### src/rtl/ariane_axi.sv
// Ariane AXI channel and bundle types as seen by the cache subsystem's master port.
// Contents: channel structs (aw/w/b/ar/r) and the req_t/resp_t bundles.
// The ID is 4 bits wide, which is the width the traffic-class decode expects.
package ariane_axi;

  localparam int unsigned IdWidth   = 4;
  localparam int unsigned AddrWidth = 64;
  localparam int unsigned DataWidth = 64;
  localparam int unsigned UserWidth = 1;

  typedef logic [IdWidth-1:0]     id_t;
  typedef logic [AddrWidth-1:0]   addr_t;
  typedef logic [DataWidth-1:0]   data_t;
  typedef logic [DataWidth/8-1:0] strb_t;
  typedef logic [UserWidth-1:0]   user_t;

  typedef struct packed {
    id_t         id;
    addr_t       addr;
    logic [7:0]  len;
    logic [2:0]  size;
    logic [1:0]  burst;
    logic        lock;
    logic [3:0]  cache;
    logic [2:0]  prot;
    logic [3:0]  qos;
    logic [3:0]  region;
    logic [5:0]  atop;
    user_t       user;
  } aw_chan_t;

  typedef struct packed {
    data_t data;
    strb_t strb;
    logic  last;
    user_t user;
  } w_chan_t;

  typedef struct packed {
    id_t        id;
    logic [1:0] resp;
    user_t      user;
  } b_chan_t;

  typedef struct packed {
    id_t         id;
    addr_t       addr;
    logic [7:0]  len;
    logic [2:0]  size;
    logic [1:0]  burst;
    logic        lock;
    logic [3:0]  cache;
    logic [2:0]  prot;
    logic [3:0]  qos;
    logic [3:0]  region;
    user_t       user;
  } ar_chan_t;

  typedef struct packed {
    id_t        id;
    data_t      data;
    logic [1:0] resp;
    logic       last;
    user_t      user;
  } r_chan_t;

  typedef struct packed {
    aw_chan_t aw;
    logic     aw_valid;
    w_chan_t  w;
    logic     w_valid;
    logic     b_ready;
    ar_chan_t ar;
    logic     ar_valid;
    logic     r_ready;
  } req_t;

  typedef struct packed {
    logic     aw_ready;
    logic     ar_ready;
    logic     w_ready;
    logic     b_valid;
    b_chan_t  b;
    logic     r_valid;
    r_chan_t  r;
  } resp_t;

endpackage

### src/rtl/std_cache_pkg.sv
// Cache subsystem shared definitions used by the AXI outstanding limiter.
// Contents: traffic-class enum, decoded-class struct, AXI ID -> class decode.
//   I$ = 4'b0000, bypass = 4'b10xx, D$ = 4'b1100; anything else is
//   reported as unknown and accounted as I$.
package std_cache_pkg;

  typedef enum logic [1:0] {
    CLS_ICACHE = 2'd0,
    CLS_BYPASS = 2'd1,
    CLS_DCACHE = 2'd2
  } axi_cls_e;

  localparam int unsigned NumCls = 3;

  typedef struct packed {
    axi_cls_e cls;
    logic     unknown;
  } axi_cls_dec_t;

  function automatic axi_cls_dec_t axi_id_to_cls(input logic [3:0] id);
    axi_cls_dec_t dec;
    dec.cls     = CLS_ICACHE;
    dec.unknown = 1'b0;
    if (id == 4'b0000) begin
      dec.cls = CLS_ICACHE;
    end else if (id[3:2] == 2'b10) begin
      dec.cls = CLS_BYPASS;
    end else if (id == 4'b1100) begin
      dec.cls = CLS_DCACHE;
    end else begin
      dec.unknown = 1'b1;
    end
    return dec;
  endfunction

endpackage

### src/rtl/axi_txn_counter.sv
// Outstanding-transaction counter for one traffic class on one direction.
// Ports:
//   clk_i, rst_i  clock, synchronous active-high reset
//   inc_i         transaction issued (address handshake)
//   dec_i         transaction completed (R-last / B handshake)
//   cnt_o         registered count
//   at_max_o      registered count has reached MAX (gate closed)
//   underflow_o   combinational pulse: decrement requested at zero
// Simultaneous inc/dec leaves the count unchanged; decrement at zero saturates.
module axi_txn_counter #(
  parameter int unsigned MAX  = 4,
  parameter int unsigned CntW = $clog2(MAX) + 1
) (
  input  logic            clk_i,
  input  logic            rst_i,
  input  logic            inc_i,
  input  logic            dec_i,
  output logic [CntW-1:0] cnt_o,
  output logic            at_max_o,
  output logic            underflow_o
);

  logic [CntW-1:0] cnt_q, cnt_d;

  always_comb begin
    cnt_d       = cnt_q;
    underflow_o = 1'b0;
    if (inc_i && !dec_i) begin
      cnt_d = cnt_q + 1'b1;
    end else if (dec_i && !inc_i) begin
      if (cnt_q == '0) begin
        underflow_o = 1'b1;
      end else begin
        cnt_d = cnt_q - 1'b1;
      end
    end
  end

  always_ff @(posedge clk_i) begin
    if (rst_i) begin
      cnt_q <= '0;
    end else begin
      cnt_q <= cnt_d;
    end
  end

  assign cnt_o    = cnt_q;
  assign at_max_o = (cnt_q >= CntW'(MAX));

  // The issue gate keeps a class from incrementing once it sits at MAX.
  a_no_overflow : assert property (@(posedge clk_i) disable iff (rst_i)
    !(inc_i && !dec_i && at_max_o));

endmodule

### src/rtl/axi_outstanding_limiter.sv
// Per-traffic-class outstanding-transaction limiter on the cache subsystem's
// AXI master port. Gates AR/AW per class, supports draining, reports idle and
// sticky protocol errors. All other fields pass straight through.
// Ports:
//   clk_i, rst_i  clock, synchronous active-high reset
//   drain_i       stop issuing new AR/AW; in-flight traffic completes
//   slv_req_i     request from the cache subsystem
//   slv_resp_o    response to the cache subsystem
//   mst_req_o     request to the interconnect
//   mst_resp_i    response from the interconnect
//   idle_o        all counters zero and no AR/AW held
//   rd_cnt_o      outstanding reads  [2]=D$ [1]=bypass [0]=I$
//   wr_cnt_o      outstanding writes, same indexing
//   err_o         sticky: counter underflow or unknown ID handshaked
module axi_outstanding_limiter
  import std_cache_pkg::*;
#(
  parameter int unsigned MaxRd = 4,
  parameter int unsigned MaxWr = 4,
  parameter int unsigned CntW  = $clog2((MaxRd > MaxWr) ? MaxRd : MaxWr) + 1
) (
  input  logic                          clk_i,
  input  logic                          rst_i,
  input  logic                          drain_i,
  input  ariane_axi::req_t              slv_req_i,
  output ariane_axi::resp_t             slv_resp_o,
  output ariane_axi::req_t              mst_req_o,
  input  ariane_axi::resp_t             mst_resp_i,
  output logic                          idle_o,
  output logic [NumCls-1:0][CntW-1:0]   rd_cnt_o,
  output logic [NumCls-1:0][CntW-1:0]   wr_cnt_o,
  output logic                          err_o
);

  axi_cls_dec_t ar_dec, aw_dec, r_dec, b_dec;

  logic ar_hold_q, ar_hold_d;
  logic aw_hold_q, aw_hold_d;
  logic err_q, err_d;

  logic ar_open, aw_open;
  logic ar_valid_gated, aw_valid_gated;
  logic ar_hs, aw_hs, r_last_hs, b_hs;

  logic [NumCls-1:0] rd_inc, rd_dec, rd_at_max, rd_unf;
  logic [NumCls-1:0] wr_inc, wr_dec, wr_at_max, wr_unf;

  always_comb begin
    ar_dec = axi_id_to_cls(slv_req_i.ar.id);
    aw_dec = axi_id_to_cls(slv_req_i.aw.id);
    r_dec  = axi_id_to_cls(mst_resp_i.r.id);
    b_dec  = axi_id_to_cls(mst_resp_i.b.id);

    // Limit uses the registered count only, so no R/B -> AR/AW comb path.
    // A held request keeps the gate open regardless of drain/limit so that
    // a presented valid is never withdrawn before its handshake.
    ar_open = ar_hold_q | (!drain_i & !rd_at_max[ar_dec.cls]);
    aw_open = aw_hold_q | (!drain_i & !wr_at_max[aw_dec.cls]);

    ar_valid_gated = slv_req_i.ar_valid & ar_open & !rst_i;
    aw_valid_gated = slv_req_i.aw_valid & aw_open & !rst_i;

    mst_req_o          = slv_req_i;
    mst_req_o.ar_valid = ar_valid_gated;
    mst_req_o.aw_valid = aw_valid_gated;

    slv_resp_o          = mst_resp_i;
    slv_resp_o.ar_ready = mst_resp_i.ar_ready & ar_open & !rst_i;
    slv_resp_o.aw_ready = mst_resp_i.aw_ready & aw_open & !rst_i;

    ar_hs     = ar_valid_gated & mst_resp_i.ar_ready;
    aw_hs     = aw_valid_gated & mst_resp_i.aw_ready;
    r_last_hs = mst_resp_i.r_valid & slv_req_i.r_ready & mst_resp_i.r.last;
    b_hs      = mst_resp_i.b_valid & slv_req_i.b_ready;

    rd_inc = '0;
    rd_dec = '0;
    wr_inc = '0;
    wr_dec = '0;
    if (ar_hs)     rd_inc[ar_dec.cls] = 1'b1;
    if (r_last_hs) rd_dec[r_dec.cls]  = 1'b1;
    if (aw_hs)     wr_inc[aw_dec.cls] = 1'b1;
    if (b_hs)      wr_dec[b_dec.cls]  = 1'b1;

    ar_hold_d = ar_hold_q;
    if (ar_hs) begin
      ar_hold_d = 1'b0;
    end else if (ar_valid_gated) begin
      ar_hold_d = 1'b1;
    end

    aw_hold_d = aw_hold_q;
    if (aw_hs) begin
      aw_hold_d = 1'b0;
    end else if (aw_valid_gated) begin
      aw_hold_d = 1'b1;
    end

    err_d = err_q
          | (|rd_unf) | (|wr_unf)
          | (ar_hs & ar_dec.unknown)
          | (aw_hs & aw_dec.unknown)
          | (r_last_hs & r_dec.unknown)
          | (b_hs & b_dec.unknown);
  end

  always_ff @(posedge clk_i) begin
    if (rst_i) begin
      ar_hold_q <= 1'b0;
      aw_hold_q <= 1'b0;
      err_q     <= 1'b0;
    end else begin
      ar_hold_q <= ar_hold_d;
      aw_hold_q <= aw_hold_d;
      err_q     <= err_d;
    end
  end

  for (genvar c = 0; c < NumCls; c++) begin : g_cls
    axi_txn_counter #(
      .MAX  (MaxRd),
      .CntW (CntW)
    ) i_rd_cnt (
      .clk_i       (clk_i),
      .rst_i       (rst_i),
      .inc_i       (rd_inc[c]),
      .dec_i       (rd_dec[c]),
      .cnt_o       (rd_cnt_o[c]),
      .at_max_o    (rd_at_max[c]),
      .underflow_o (rd_unf[c])
    );

    axi_txn_counter #(
      .MAX  (MaxWr),
      .CntW (CntW)
    ) i_wr_cnt (
      .clk_i       (clk_i),
      .rst_i       (rst_i),
      .inc_i       (wr_inc[c]),
      .dec_i       (wr_dec[c]),
      .cnt_o       (wr_cnt_o[c]),
      .at_max_o    (wr_at_max[c]),
      .underflow_o (wr_unf[c])
    );
  end

  assign idle_o = (rd_cnt_o == '0) && (wr_cnt_o == '0) && !ar_hold_q && !aw_hold_q;
  assign err_o  = err_q;

endmodule

### config.mk
export PLATFORM = sky130hd
export DESIGN_NAME = axi_outstanding_limiter
export DESIGN_NICKNAME = d
export VERILOG_FILES = /design/src/rtl/ariane_axi.sv /design/src/rtl/std_cache_pkg.sv /design/src/rtl/axi_txn_counter.sv /design/src/rtl/axi_outstanding_limiter.sv
export SDC_FILE = /design/constraint.sdc
export NUM_CORES = 1
export LEC_CHECK = 0
export ABC_AREA = 0
export BUFFER_PORTS_ARGS = -buffer_cell sky130_fd_sc_hd__buf_2
export CORE_AREA = 2 2 293 295
export CTS_BUF_LIST = sky130_fd_sc_hd__clkbuf_8
export DETAILED_ROUTE_END_ITERATION = 16
export DIE_AREA = 0 0 295 297
export RECOVER_POWER = 25
export SKIP_CTS_REPAIR_TIMING = 1
export SKIP_LAST_GASP = 1
export SLEW_MARGIN = 20
export SYNTH_ARGS = -nofsm -noshare
export SYNTH_HDL_FRONTEND = slang
export SYNTH_HIERARCHICAL = 1
export SYNTH_SLANG_ARGS = --single-unit
### constraint.sdc
create_clock -name clk_i -period 3.4 [get_ports clk_i]
set_input_delay 0.34 -clock clk_i [delete_from_list [all_inputs] [get_ports clk_i]]
set_output_delay 0.34 -clock clk_i [all_outputs]
set_load 0.01 [all_outputs]
# Yosys cells after proc, flatten, opt, wreduce, memory -nomap -nowiden
# Index checks and enable logic that the tools add are counted.
# totals
ff_bits,21
word_cells,217
# classes
magnitude_cmp,14
n_mux,76
add_sub_neg,12
eq_ne,14
reduce_logical,65
bitwise_logic,27
# op_table
operator,n
two-way mux 3 bit,22
two-way mux 1 bit,36
two-way mux 2 bit,12
AND 1 bit,19
logical AND 1 bit,19
"adder 3 x 1 -> 3 bit, second input constant",6
"greater-or-equal comparator 3 bit, second input constant",6
zero test 1 bit,18
zero test 3 bit,6
zero test 9 bit,2
"subtractor 3 x 1 -> 3 bit, second input constant",6
"equality test 4 bit, second input constant",4
zero test 4 bit,4
"< comparator 2 x 3 -> 1 bit, second input constant",4
"inequality test 2 x 1 -> 1 bit, second input constant",6
AND reduction 2 bit,6
nonzero test 2 bit,6
demux 1 bit (select 2 bit),4
"equality test 2 bit, second input constant",4
"greater-or-equal comparator 2 x 1 -> 1 bit, second input constant",4
OR 1 bit,8
OR reduction 3 bit,2
binary-select mux 1 bit (select 2 bit),2
OR reduction 2 bit,2

# Longest topological paths before layout
# Gate-level depths: netlist (run 1).
# logic_depth
ltp_word,24
ltp_mapped,13

# Cells and area by module
# Netlist (run 1), hierarchy kept.
# by_module_without_submodules
mod,n_inst,cells_each,area_each_um2
axi_outstanding_limiter,1,441,3241.9
axi_txn_counter,6,32,260.2

# Least setup slack after synthesis (run 1)
# No wires, ideal clock.
# synth_timing
kind,reg2reg
from,reg g_cls[2].i_wr_cnt.cnt_q[2]
to,reg g_cls[1].i_wr_cnt.cnt_q[2]
t_arrival_ns,2.686
path_slack_ns,0.650
t_required_ns,3.336
path_stages_with_launch,12
period_less_slack_ns,2.750
path_buffers,1
path_cell_list,dfxtp_1 -> clkbuf_1 -> nor4b_1 -> a31oi_1 -> o221a_2 -> nand2_1 -> nor4b_1 -> ha_1 -> xnor2_1 -> ha_1 -> or4_1 -> nand4_1
# synth_between
elab_chain_len,14
elab_cells_between_ends,17
classes_between,order compare (1); eq/ne (1); mux (4); bitwise (5); reduce/logical (6)
# synth_rtl
item,line_no,rtl
from (decl),axi_txn_counter.sv:23,"logic [CntW-1:0] cnt_q, cnt_d;"
from (signal assigned),axi_txn_counter.sv:43,cnt_q <= cnt_d;
greater-or-equal comparator 3 bit *,axi_txn_counter.sv:48,assign at_max_o = (cnt_q >= CntW'(MAX));
via wr_at_max[2],axi_outstanding_limiter.sv:46,"logic [NumCls-1:0] wr_inc, wr_dec, wr_at_max, wr_unf;"
binary-select mux 1 bit (select 2 bit) *,axi_outstanding_limiter.sv:58,aw_open = aw_hold_q | (!drain_i & !wr_at_max[aw_dec.cls]);
two-way mux 1 bit (implied by the code) *,axi_outstanding_limiter.sv:58,
zero test 1 bit *,axi_outstanding_limiter.sv:58,
AND 1 bit *,axi_outstanding_limiter.sv:58,
OR 1 bit *,axi_outstanding_limiter.sv:58,
AND 1 bit * (2 in series),axi_outstanding_limiter.sv:61,aw_valid_gated = slv_req_i.aw_valid & aw_open & !rst_i;
AND 1 bit *,axi_outstanding_limiter.sv:72,aw_hs = aw_valid_gated & mst_resp_i.aw_ready;
two-way mux 3 bit *,axi_outstanding_limiter.sv:82,if (aw_hs) wr_inc[aw_dec.cls] = 1'b1;
via wr_inc[1],axi_outstanding_limiter.sv:46,
zero test 1 bit,axi_txn_counter.sv:30,end else if (dec_i && !inc_i) begin
logical AND 1 bit,axi_txn_counter.sv:30,
nonzero test 2 bit (no line),n/a,
AND reduction 2 bit (no line),n/a,
to (signal assigned),axi_txn_counter.sv:43,
to (decl),axi_txn_counter.sv:23,
# Mark *: on every way through the listed nets, which the timed path passes. The rest lies on a longest branch. The select of a mux whose other input is x is not followed.
# A chain may end at the register's enable or synchronous reset.

# Final worst setup path (run 1)
# layout_timing
from,reg g_cls[2].i_rd_cnt.cnt_q[2]
to,"reg err_q, in the netlist err_o"
# layout_between
elab_chain_len,21
elab_cells_between_ends,35
classes_between,order compare (1); mux (10); bitwise (12); reduce/logical (12)
# layout_rtl
item,line_no,rtl
from (decl),axi_txn_counter.sv:23,
from (signal assigned),axi_txn_counter.sv:43,
greater-or-equal comparator 3 bit *,axi_txn_counter.sv:48,
binary-select mux 1 bit (select 2 bit) *,axi_outstanding_limiter.sv:57,ar_open = ar_hold_q | (!drain_i & !rd_at_max[ar_dec.cls]);
two-way mux 1 bit (implied by the code) *,axi_outstanding_limiter.sv:57,
zero test 1 bit *,axi_outstanding_limiter.sv:57,
AND 1 bit *,axi_outstanding_limiter.sv:57,
OR 1 bit *,axi_outstanding_limiter.sv:57,
AND 1 bit * (2 in series),axi_outstanding_limiter.sv:60,ar_valid_gated = slv_req_i.ar_valid & ar_open & !rst_i;
AND 1 bit *,axi_outstanding_limiter.sv:71,ar_hs = ar_valid_gated & mst_resp_i.ar_ready;
[1 not listed],n/a,
via rd_inc[1],axi_outstanding_limiter.sv:45,"logic [NumCls-1:0] rd_inc, rd_dec, rd_at_max, rd_unf;"
[3 not listed],n/a,
two-way mux 1 bit *,axi_txn_counter.sv:28,if (inc_i && !dec_i) begin
via rd_unf[1],axi_outstanding_limiter.sv:45,
OR reduction 3 bit *,axi_outstanding_limiter.sv:100,| (|rd_unf) | (|wr_unf)
OR 1 bit * (2 in series),axi_outstanding_limiter.sv:100,
OR 1 bit *,axi_outstanding_limiter.sv:101,| (ar_hs & ar_dec.unknown)
OR 1 bit *,axi_outstanding_limiter.sv:102,| (aw_hs & aw_dec.unknown)
OR 1 bit *,axi_outstanding_limiter.sv:103,| (r_last_hs & r_dec.unknown)
OR 1 bit *,axi_outstanding_limiter.sv:104,| (b_hs & b_dec.unknown);
to (signal assigned),axi_outstanding_limiter.sv:115,err_q <= err_d;
to (decl),axi_outstanding_limiter.sv:39,"logic err_q, err_d;"
# Marks and branches as above.

==> impl.org, run 1 <==
** Layout
- Fillcell total :: 10000
- Area added between synthesis and finish :: -17.7%
- The library cells used most frequently in the layout, excluding fill and tap cells, are sky130_fd_sc_hd__buf_2 (72), sky130_fd_sc_hd__ha_1 (24), sky130_fd_sc_hd__nand2_1 (23).
- Number of nets at the end of the flow :: 740
- Share of cells above drive strength 1 :: between 20% and 30%
- Leaving out fill and tap cells, the most frequent cell in the layout is sky130_fd_sc_hd__buf_2.
- Post-layout instance area :: between 3000 and 4000 µm²
- Register area :: between 400 and 500 µm²
- Area taken by multi-input logic gates :: 1560 µm²

** Route
- The first detailed-routing pass ran for 4 iterations.
- Routed len/inst :: ~21 µm
- Antenna Nets Post-Route :: 0
- Using the TritonRoute via totals, the vias-per-cell ratio works out to slightly above 2.
- For this run, design rule violations remaining after detail routing come to 0.
- For this block, the initial DRC count from the detailed router was approximately 190.
- Summing over every cut layer, the via total after detailed routing is about 3000.
- After detailed routing, the total wire length is 31200 µm.

** Job
- Max-capacitance violation count :: 0

** STA
- Timing would allow up to ~350 MHz.
- For the final routed database, the setup TNS stands at 0 ps.
- Final count of pins violating max slew :: 0
- Dividing the final minimum period by the clock period gives between 80% and 90%.
- Subtracting the final worst setup slack from the clock period gives around 2900 ps.
- Final setup violation count :: 0
- At the pin with the least slew margin, the transition time is between 600 and 700 ps.
- Setup repair after global routing left no endpoint under its margin.
- Final hold violation count :: 0
- Worst-case headroom to the max-slew limit :: 59.5%
- The clock arrives with ~3.5 ps of skew.

** Global routing
- First-pass GRT wire length :: 36600 µm
- Global routing used around 6.8% of the available tracks across all layers.
- Number of antenna violations at the first check in global routing :: 11
- Vias in the first global route :: 2862
- Maximum number of pins on one net before global-route repair :: 37
- Total gr overflow :: 0

** Setup path
- Most repeated library cell on the critical path :: sky130_fd_sc_hd__nor4_1
- Data on the critical path is required at its endpoint by between 3000 and 4000 ps.
- Among all stages on the critical path, the largest delay is contributed by sky130_fd_sc_hd__dfxtp_1.
- Series of cell instances along the critical path :: a221oi_2 > a21boi_2 > o2111ai_2 > nor3b_1 > ha_1 > nor4_1 > and2_1 > nor4_1 > a21oi_1 > nor3_1 > o211ai_1
- STA puts the critical path data arrival time at between 3000 and 4000 ps.
- The worst setup path is launched from a flip-flop.
- Crit Path Class :: reg2reg
- Type of destination of the critical path :: flip-flop
- Critical Path Fanout Max :: 10
- Peak per-stage delay on the critical path :: around 440 ps

** Logic synthesis
- After synthesis the netlist holds a flip-flop and latch count of 21.
- In this run, distinct cell masters in the synthesized netlist total 36.
- Number of instances in the synthesized netlist :: between 600 and 700
- Area of the mapped netlist :: roughly 4800 µm²
- Post-synthesis area per instance :: roughly 7.6 µm²
- Area share of the largest cell type after synthesis :: 56.7%
- Summing the sequential cell areas from Yosys gives roughly 8.8% of the chip area.
- Synthesis produced a netlist with a net count of 1025.
- Number of synthesized flops with an enable pin :: 0
- The largest total area in the synthesized netlist belongs to sky130_fd_sc_hd__buf_4.
- During synthesis, Yosys emitted a total of 6 warnings.
- Async set-or-reset flop fraction in the synthesized netlist :: 0%
- Leading post-synthesis cells by cell area :: sky130_fd_sc_hd__buf_4 (57%), sky130_fd_sc_hd__dfxtp_1 (8.8%), sky130_fd_sc_hd__ha_1 (6.3%)
- Top_reg_cell synth :: sky130_fd_sc_hd__dfxtp_1

** Floorplanning
- Floorplan Core Area :: approximately 84000 µm²
- The floorplan has roughly 110 rows.
- In this run the count of I/O pins placed on the die edge is 753.
- Height of the die :: ~300 µm
- Total die area :: between 80000 and 90000 µm²
- The floorplan step set the die width to approximately 300 µm.
- Starting utilization of the core area :: 5.69%

** CTS
- The clock net in this run drives a total of 21 sinks.
- Clock tree synthesis inserted a total of 3 buffers.
- Clock edge transition at the registers on the reported setup and hold paths :: ~90 ps
- Clock tree synthesis selected as its root buffer the cell sky130_fd_sc_hd__clkbuf_8.
- Max Buffers Root-to-Sink :: 2
- CTS tree :: done
- Clock latency at the later pin of the worst-skew pair :: 280 ps
- Count of H-tree levels built during CTS :: 1

** Pwr
- Peak ir drop on the vdd network :: between 0.1 and 0.15 mV
- For this design the ratio of total power to cell area is ~150 nW/µm².
- Summed over all cells, the static leakage comes to approximately 1.1 nW.
- Total chip power :: between 0.6 and 0.7 mW

** Placement
- Once detailed placement completed, the half-perimeter wirelength came to between 20000 and 30000 µm.
- Weighted congestion reported at the end of routability-driven placement :: around 0.7
- PortBufs :: 72
- Post-place instance area :: just under 4000 µm²

** Hold path
- Tightest Hold Check Type :: in2reg

** Status
- The flow ran to the end, and the final reports show no timing, DRC or antenna violations.
[sequential cells by signal, indices dropped and copies added (netlist names)]
signal and count:
g_cls.i_wr_cnt/cnt_o 9, err_o 1, ar_hold_q 1, aw_hold_q 1
g_cls.i_rd_cnt/cnt_o 9
[where the power goes]
| part | switching (mW) | total, mW | internal [mW] |
|---|---|---|---|
| Combinational | 0.109 | 0.168 | 0.0586 |
| Sequential | 0.00715 | 0.258 | 0.250 |
| Clock | 0.101 | 0.183 | 0.0822 |
| Total | 0.217 | 0.609 | 0.391 |
[worst max-delay path: cells and delay by family, from the launching register on]
family | cells | cell delay, ps
AND/OR/NAND/NOR | 5 | 1120
adder cells (fa/ha/maj) | 1 | 290
flip-flops | 1 | 440
AO/OA/AOI/OAI | 5 | 930
[final timing paths]
check                                           from                                      end  slack (ps)  depth (start not counted)
max          g_cls[2].i_rd_cnt/cnt_o[2]$_SDFFE_PP0P_                         err_o$_SDFF_PP0_         500                         11
min                                   mst_resp_i[82]                   ar_hold_q$_SDFFE_PP0N_         300                          2
max reg2reg  g_cls[2].i_rd_cnt/cnt_o[2]$_SDFFE_PP0P_                         err_o$_SDFF_PP0_         500                         11
min reg2reg  g_cls[0].i_wr_cnt/cnt_o[1]$_SDFFE_PP0P_  g_cls[0].i_wr_cnt/cnt_o[1]$_SDFFE_PP0P_         570                          2
[synth_stat cells, types with 9 or more instances]
cell	n
sky130_fd_sc_hd__nand2_1	23
sky130_fd_sc_hd__nor3b_1	15
sky130_fd_sc_hd__buf_4	363
sky130_fd_sc_hd__a21oi_1	11
sky130_fd_sc_hd__xnor2_1	12
sky130_fd_sc_hd__ha_1	24
sky130_fd_sc_hd__nor3_1	11
sky130_fd_sc_hd__dfxtp_1	21
sky130_fd_sc_hd__nand4_1	9
sky130_fd_sc_hd__o21ai_0	15
sky130_fd_sc_hd__nor4_1	21
sky130_fd_sc_hd__inv_1	19
sky130_fd_sc_hd__nor2_1	22
[logic make-up (layout without fill, tap and decap cells)]
kind of cell    count (synthesis)  count (layout)  share of synthesized area, %
buf+inv                       389             103                          58.8
simple gates                  141             141                          17.6
compound gates                 43              43                          5.83
fa+ha+maj                      27              27                          6.88
flops                          21              21                          8.75
xor+xnor                       12              12                          2.19
other cells                     0               2                             0
[area by class of cell]
| cell class | instances | share of cell area, % |
|---|---|---|
| diodes | 2 | 0.127 |
| clock buffers | 3 | 1.04 |
| clock inverters | 1 | 0.127 |
| inverters | 19 | 1.80 |
| multi-input cells | 223 | 39.4 |
| flip-flops and latches | 21 | 10.6 |
| well taps | 1144 | 36.2 |
| repair buffers | 80 | 10.6 |
[layer usage]
layer | GRT usage (%) | part of all wire [%]
met4 | 4.79 | 8.1
met1 | 5.63 | 29
met5 | 1.22 | 0.78
met2 | 8.52 | 36
met3 | 8.45 | 27
[metrics by stage]
stage               utilization (%)  worst slack (ps)  cells  hold WS [ps]
finish                         4.68               503   1493           297
global route                   4.68               217   1492           317
CTS                            4.68               469   1491           293
detailed placement             4.62               263   1487           554
global placement               4.62               302   1487           549
floorplan                         -               650    633           409
(Power assumes the default switching activity.)
==> run 2, diff against run 1 <==
Settings changed: ABC_CLOCK_PERIOD_IN_PS from default to 3400, CELL_PAD_IN_SITES_DETAIL_PLACEMENT from default to 1, CELL_PAD_IN_SITES_GLOBAL_PLACEMENT from default to 1, CORE_AREA 2 2 293 295 to 2 2 290 292, DIE_AREA 0 0 295 297 to 0 0 292 294, PLACE_DENSITY_LB_ADDON from default to 0.1.
==> run 2 against run 1 <==
  * Utilization up 0.091 points
  * Critical path depth up 2
  * Critical endpoint is now g_cls[2].i_rd_cnt/cnt_o[2]$_SDFFE_PP0P_
  * Via count down 4.7%
  * Routed wire length down 35%
  * Final area about the same
  * Sequential cell count unchanged
  * Critical path type is now in2reg
==> impl.org, run 2 (same netlist as run 1, synthesis figures left out) <==
** Status
- The flow ran to the end, and the final reports show no timing, DRC or antenna violations.

** CTS
- Count of H-tree levels built during CTS :: 1 (unchanged)
- The total CTS buffers was 3 (unchanged).
- Clock edge transition at the registers on the reported setup and hold paths :: 120 ps (+30 ps)
- The sink count of the clock tree came to 21 (unchanged).
- The worst-case clock buffer depth is 2 (unchanged).
- In this run the clock root is driven by a sky130_fd_sc_hd__clkbuf_8.
- CTS tree :: done
- The worst-skew pair later-pin latency came to 310 ps (+30 ps).

** STA
- Worst-case headroom to the max-slew limit :: 40.3% (-19 points)
- Post-route minimum period :: 2950 ps (+53.6 ps)
- The post-route worst setup slack is 449 ps (-53.6 ps).
- The maximum clock skew at final layout was 2.60 ps (-0.865 ps).
- Highest clock rate :: 339 MHz (-1.8%)
- The fraction of the cycle the final worst path needs came to 86.8% (+1.6 points).
- The max-slew violation total from the final report came to 0 (unchanged).
- The number of endpoints failing setup at the final stage came to 0 (unchanged).
- The summed negative setup slack over all endpoints is 0 ps (unchanged).
- Final hold violation count :: 0 (unchanged)
- The worst hold slack came to 331 ps (+33.9 ps).
- Unrepaired setup endpoints after global routing :: false
- The transition at the pin with the smallest max-transition slack is 889 ps (+287 ps).

** Route
- Number of detailed-route iterations in the first pass :: 4 (unchanged)
- The vias after detailed routing was 2867 (-4.7%).
- Routed wl met2 :: 7850 µm (-30%)
- The routed wire length per instance was 14.1 µm (-32%).
- The met3 wire length is 3070 µm (-63%).
- Max Used Layer :: met4
- The final antenna-violating net count came to 0 (unchanged).
- Via count normalized by instance count :: 1.99 (-1.2%)
- Detailed Route WL :: 20300 µm (-35%)
- The total DRC errors in the routed layout came to 0 (unchanged).
- The number of DRC violations after detailed-routing iteration 0 was 73 (-61%).
- The wire length the detailed router placed on met1 came to 7840 µm (-12%).

** Layout
- The share of post-route cells with drive strength above 1 came to 29.1% (+2.0 points).
- Fillcell total :: 9894 (-1.5%)
- In the layout the commonest cells are sky130_fd_sc_hd__buf_2 (72), sky130_fd_sc_hd__ha_1 (24), sky130_fd_sc_hd__nand2_1 (23).
- Number of nets at the end of the flow :: 751 (+1.5%)
- The layout overhead on the synthesized area was -17.6% (about the same).
- Most common cell after layout, fill and taps aside :: sky130_fd_sc_hd__buf_2

** Setup path
- Number of cells traversed by the worst register-to-register path :: 11 (unchanged)
- The arrival time of the worst setup path is 3210 ps (+150 ps).
- Data required time of the worst path :: 3660 ps (+100 ps)
- The cell family contributing the most delay on the critical path is simple AND/OR/NAND/NOR gates.
- In this run the critical register-to-register path is launched from g_cls[2].i_rd_cnt/cnt_o[2]$_SDFFE_PP0P_.
- The maximum fanout along the worst path is 7 (-3).
- The number of buffer and inverter instances along the worst setup path is 3 (+3).
- Startpoint type of the worst setup path :: input pin
- Slowest cell on the critical path :: sky130_fd_sc_hd__or4_1
- Peak per-stage delay on the critical path :: 520 ps (+80 ps)
- Crit Path Class :: in2reg
- Type of destination of the critical path :: flip-flop
- Register-to-register setup slack :: 470 ps (-30 ps)
- The signal on the critical path passes through buf_2 > and4bb_1 > a221oi_2 > a21boi_2 > o2111ai_2 > buf_4 > nor4_1 > buf_4 > ha_1 > xnor2_1 > ha_1 > or4_1 > nand4_1.
- The endpoint identified for the worst register-to-register timing path is g_cls[2].i_rd_cnt/cnt_o[2]$_SDFFE_PP0P_.

** Pwr
- The peak ir drop on the vdd network is 0.125 mV (+4.0%).
- Pwr dens :: 162 nW/µm² (+5.3%)
- Leakage power :: 1.16 nW (+5.4%)

** Global routing
- GR Util All Layers :: 4.51% (-2.3 points)
- First-pass GRT wire length :: 26400 µm (-28%)
- The remaining global-route overflow was 0 (unchanged).
- Number of antenna violations at the first check in global routing :: 3 (-8)
- The largest net degree at the start of global routing came to 33 (-11%).
- The via count of the first global-routing pass is 3102 (+8.4%).

** Placement
- The sum of net half-perimeters after detailed placement is 17400 µm (-38%).
- The global placer's final weighted congestion is 0.620 (-11%).
- Worst setup slack before clock tree synthesis :: 136 ps (-127 ps)
- PortBufs :: 72 (unchanged)

** Hold path
- Cells on Worst Hold Path :: 2 (unchanged)
- Tightest Hold Check Type :: in2reg
- The startpoint identified for the worst hold timing path is slv_req_i[1].
- Worst-case hold path end point :: ar_hold_q$_SDFFE_PP0N_

** Floorplanning
- Site row count :: 106 (-0.93%)
- Die Span X :: 292 µm (-1.0%)
- The die height is 294 µm (-1.0%).
- Total die area :: 85800 µm² (-2.0%)
- The number of top-level design ports came to 753 (unchanged).
- The area of the core came to 82900 µm² (-1.9%).
- The initial core utilization came to 5.79% (+0.11 points).

** Job
- Max-capacitance violation count :: 0 (unchanged)
run 2: cell count changes in the layout (fill, tap and decap cells not counted):
cell / before / now
sky130_fd_sc_hd__clkinv_2: 1 / 0
sky130_fd_sc_hd__inv_1: 19 / 20
sky130_fd_sc_hd__buf_4: 8 / 19
run 2: worst max path at each step:
stage / from / endpoint / slack (ps) / depth (start not counted)
6_report: slv_req_i[98] / g_cls[2].i_rd_cnt/cnt_o[2]$_SDFFE_PP0P_ / 450 / 13
5_1_grt: g_cls[1].i_rd_cnt/cnt_o[2]$_SDFFE_PP0P_ / err_o$_SDFF_PP0_ / 160 / 13
4_1_cts: aw_hold_q$_SDFFE_PP0N_ / g_cls[1].i_wr_cnt/cnt_o[2]$_SDFFE_PP0P_ / 430 / 11
3_5_place_dp: slv_req_i[96] / err_o$_SDFF_PP0_ / 140 / 13
3_3_place_gp: slv_req_i[98] / err_o$_SDFF_PP0_ / 6 / 15
2_1_floorplan: g_cls[2].i_wr_cnt/cnt_o[2]$_SDFFE_PP0P_ / g_cls[1].i_wr_cnt/cnt_o[2]$_SDFFE_PP0P_ / 650 / 11
run 2: area by class of cell:
| cell class | count | area (µm²) | share of cell area [%] |
|---|---|---|---|
| well taps | 1080 | 1350 | 34.2 |
| clock buffers | 3 | 41.3 | 1.04 |
| repair buffers | 91 | 503 | 12.7 |
| inverters | 19 | 71.3 | 1.80 |
| clock inverters | 1 | 3.75 | 0.0949 |
| multi-input cells | 223 | 1560 | 39.4 |
| flip-flops and latches | 21 | 420 | 10.6 |
| diodes | 2 | 5.00 | 0.127 |
run 2: report_power, final:
group | internal (mW) | switching [mW] | total (mW)
Sequential | 0.251 | 0.00610 | 0.257
Clock | 0.0824 | 0.136 | 0.218
Combinational | 0.0611 | 0.105 | 0.166
run 2: layer usage:
layer / GRT usage, % / vias to the layer above
met5: 0.113 / -
met4: 3.37 / 0
li1: - / 1169
met3: 3.20 / 126
met1: 4.91 / 1248
met2: 5.98 / 324
run 2: metrics by stage:
step,std cells,cell area (µm²),power (mW),util (%)
after floorplan,633,4800,0.760,-
after global placement,1434,3910,0.442,4.71
after detailed placement,1434,3910,0.438,4.71
after CTS,1438,3950,0.686,4.77
after global routing,1439,3950,0.702,4.77
final,1440,3960,0.641,4.77
==> run 3, diff against run 2 <==
Settings changed: ABC_CLOCK_PERIOD_IN_PS 3400 to 2970.
Clock period 3.4 ns to 2.97 ns, I/O delays scaled along.
==> run 3 against run 2 <==
  * Register-to-register slack got worse by 170 ps
  * Largest power group unchanged
  * Die area unchanged
  * Non-clock buffer count up 18
  * Cell count grew 1.2%
  * Clock-buffer cell count unchanged
  * Clock power is 11% higher
  * Critical endpoint unchanged
==> impl.org, run 3 (same netlist as run 1, synthesis figures left out) <==
** STA
- The worst slew margin relative to its limit was 62.4% (+22 points).
- The maximum clock skew at final layout was 6.89 ps (+4.29 ps).
- Post-route minimum period :: approximately 2700 ps
- Final hold violation count :: 0 (unchanged)
- Final count of pins violating max slew :: 0 (unchanged)
- Unrepaired setup endpoints after global routing :: false
- Final worst-path cycle share :: 89.9%
- The summed negative setup slack over all endpoints is 0 ps (unchanged).
- The post-route worst setup slack came to 300 ps (-149 ps).
- Highest clock rate :: 375 MHz
- The number of endpoints failing setup at the final stage came to 0 (unchanged).
- The transition at the pin with the smallest max-transition slack came to 558 ps (-331 ps).

** Layout
- The final non-filler cell total was 1457 (+1.2%).
- The area of all placed cells without fillers was 4100 µm² (+3.7%).
- Area added between synthesis and finish :: -14.6%
- The share of post-route cells with drive strength above 1 is 33.0% (+3.9 points).
- The combined flip-flop and latch cell area came to 420 µm² (unchanged).
- Highest-count cells in the layout ignoring fill and taps :: sky130_fd_sc_hd__buf_2 (72), sky130_fd_sc_hd__buf_4 (37), sky130_fd_sc_hd__ha_1 (24)
- Number of nets at the end of the flow :: 769 (+2.4%)
- The multi-input gate area in the final layout came to 1570 µm² (+0.80%).
- The library cell used most frequently in the layout, excluding fill and tap cells, is sky130_fd_sc_hd__buf_2.
- Fillcell total :: 9866 (-0.28%)

** Global routing
- The combined global-route utilization of all metal layers came to 4.53% (+0.021 points).
- The via count of the first global-routing pass came to 3134 (+1.0%).
- First-pass GRT wire length :: 26600 µm (+0.73%)
- Maximum number of pins on one net before global-route repair :: 29 (-12%)
- The remaining global-route overflow came to 0 (unchanged).
- Number of antenna violations at the first check in global routing :: 1 (-2)

** Placement
- The instance count after placement with tap cells included came to 1452 (+1.3%).
- Post-place instance area :: 4040 µm² (+3.5%)
- Half-perimeter wire length after placement :: 17500 µm (+0.80%)
- Weighted congestion reported at the end of routability-driven placement :: 0.618 (-0.39%)
- PortBufs :: 72 (unchanged)
- Worst setup slack before clock tree synthesis :: -139 ps (-275 ps)

** CTS
- Clock edge transition at the registers on the reported setup and hold paths :: 110 ps (about the same)
- The maximum level of the CTS H-tree is 1 (unchanged).
- Max Buffers Root-to-Sink :: 2 (unchanged)
- The total CTS buffers is 3 (unchanged).
- The sink count of the clock tree is 21 (unchanged).
- CTS tree :: done
- The worst-skew pair later-pin latency was 310 ps (about the same).
- In this run the clock root is driven by a sky130_fd_sc_hd__clkbuf_8.

** Floorplanning
- Height of the die :: 294 µm (unchanged)
- The horizontal extent of the die was 292 µm (unchanged).
- Starting utilization of the core area :: 5.79% (unchanged)
- Floorplan Core Area :: 82900 µm² (unchanged)
- Top-level I/O count :: 753 (unchanged)
- The number of rows created at floorplan is 106 (unchanged).
- Total die area :: 85800 µm² (unchanged)

** Route
- Number of detailed-route iterations in the first pass :: 4 (unchanged)
- Via count normalized by instance count :: 2.02 (+1.4%)
- Number of violations reported at the end of detailed-routing iteration 0 :: 97 (+33%)
- Routed len/inst :: 14.1 µm (-0.30%)
- Antenna Nets Post-Route :: 0 (unchanged)
- The total wire length after detailed routing was 20500 µm (+0.88%).
- Remaining routing DRC violations :: 0 (unchanged)
- The vias after detailed routing was 2942 (+2.6%).

** Pwr
- Leakage power :: 1.25 nW (+8.0%)
- The overall power of the completed layout came to 0.738 mW (+15%).
- The peak ir drop on the vdd network came to 0.134 mV (+6.9%).
- The power per standard cell area was 180 nW/µm² (+11%).

** Hold path
- Tightest Hold Check Type :: in2reg

** Setup path
- Worst Path Arrival :: 2930 ps (-280 ps)
- Data required time of the worst path :: 3230 ps (-430 ps)
- Critical Path Fanout Max :: 4 (-3)
- Crit Path Class :: reg2reg
- The worst setup path is captured at a flip-flop.
- Startpoint type of the worst setup path :: flip-flop

** Status
- Status :: finished, final reports clean

** Job
- The number of max-cap violations was 0 (unchanged).
==> run 3: cell count changes in the layout (fill, tap and decap cells not counted), sizes merged <==
cell,before,now
diode,2,1
buf,91,109
==> run 3: cell type report <==
class	count	area share, %
multi-input combinational	223	38.3
tap	1080	32.9
sequential	21	10.3
antenna	1	0.0610
clock buffer	3	1.01
timing repair buffer	109	15.6
clock inverter	1	0.0915
inverter	19	1.74
==> run 3: worst max-delay path, cell delays in order (launching register included) <==
cell	delay, ps
sky130_fd_sc_hd__dfxtp_1	370
sky130_fd_sc_hd__a221oi_2	270
sky130_fd_sc_hd__a21boi_2	240
sky130_fd_sc_hd__o2111ai_2	170
sky130_fd_sc_hd__nor4_2	250
sky130_fd_sc_hd__buf_4	190
sky130_fd_sc_hd__ha_1	180
sky130_fd_sc_hd__xnor2_1	80
sky130_fd_sc_hd__ha_1	240
sky130_fd_sc_hd__or4_1	530
sky130_fd_sc_hd__nand4_1	100
==> run 3: layer usage <==
layer	track usage (%)	up-vias	wire, µm
li1	-	1206	-
met1	4.98	1279	7970
met2	5.91	325	7860
met3	3.26	132	3110
met4	3.41	0	1580
met5	0.113	-	0
==> run 3: where the power goes <==
part / switching (mW) / total [mW] / internal (mW)
sequential: 0.00643 / 0.293 / 0.287
clock: 0.148 / 0.242 / 0.0941
combinational: 0.123 / 0.203 / 0.0808
total: 0.277 / 0.738 / 0.462
==> run 3: stage by stage <==
stage,util (%),hold WS [ps]
global route,4.94,282
detailed placement,4.88,591
floorplan,-,366
CTS,4.93,272
global placement,4.88,589
finish,4.95,286
==> run 3: worst paths after layout <==
| kind | end | slack (ps) | startpoint | cells after the start |
|---|---|---|---|---|
| min reg2reg | g_cls[0].i_rd_cnt/cnt_o[1]$_SDFFE_PP0P_ | 580 | g_cls[0].i_rd_cnt/cnt_o[1]$_SDFFE_PP0P_ | 2 |
| min | ar_hold_q$_SDFFE_PP0N_ | 290 | mst_resp_i[82] | 2 |
| max | g_cls[2].i_rd_cnt/cnt_o[2]$_SDFFE_PP0P_ | 300 | g_cls[2].i_rd_cnt/cnt_o[2]$_SDFFE_PP0P_ | 10 |
| max reg2reg | g_cls[2].i_rd_cnt/cnt_o[2]$_SDFFE_PP0P_ | 300 | g_cls[2].i_rd_cnt/cnt_o[2]$_SDFFE_PP0P_ | 10 |
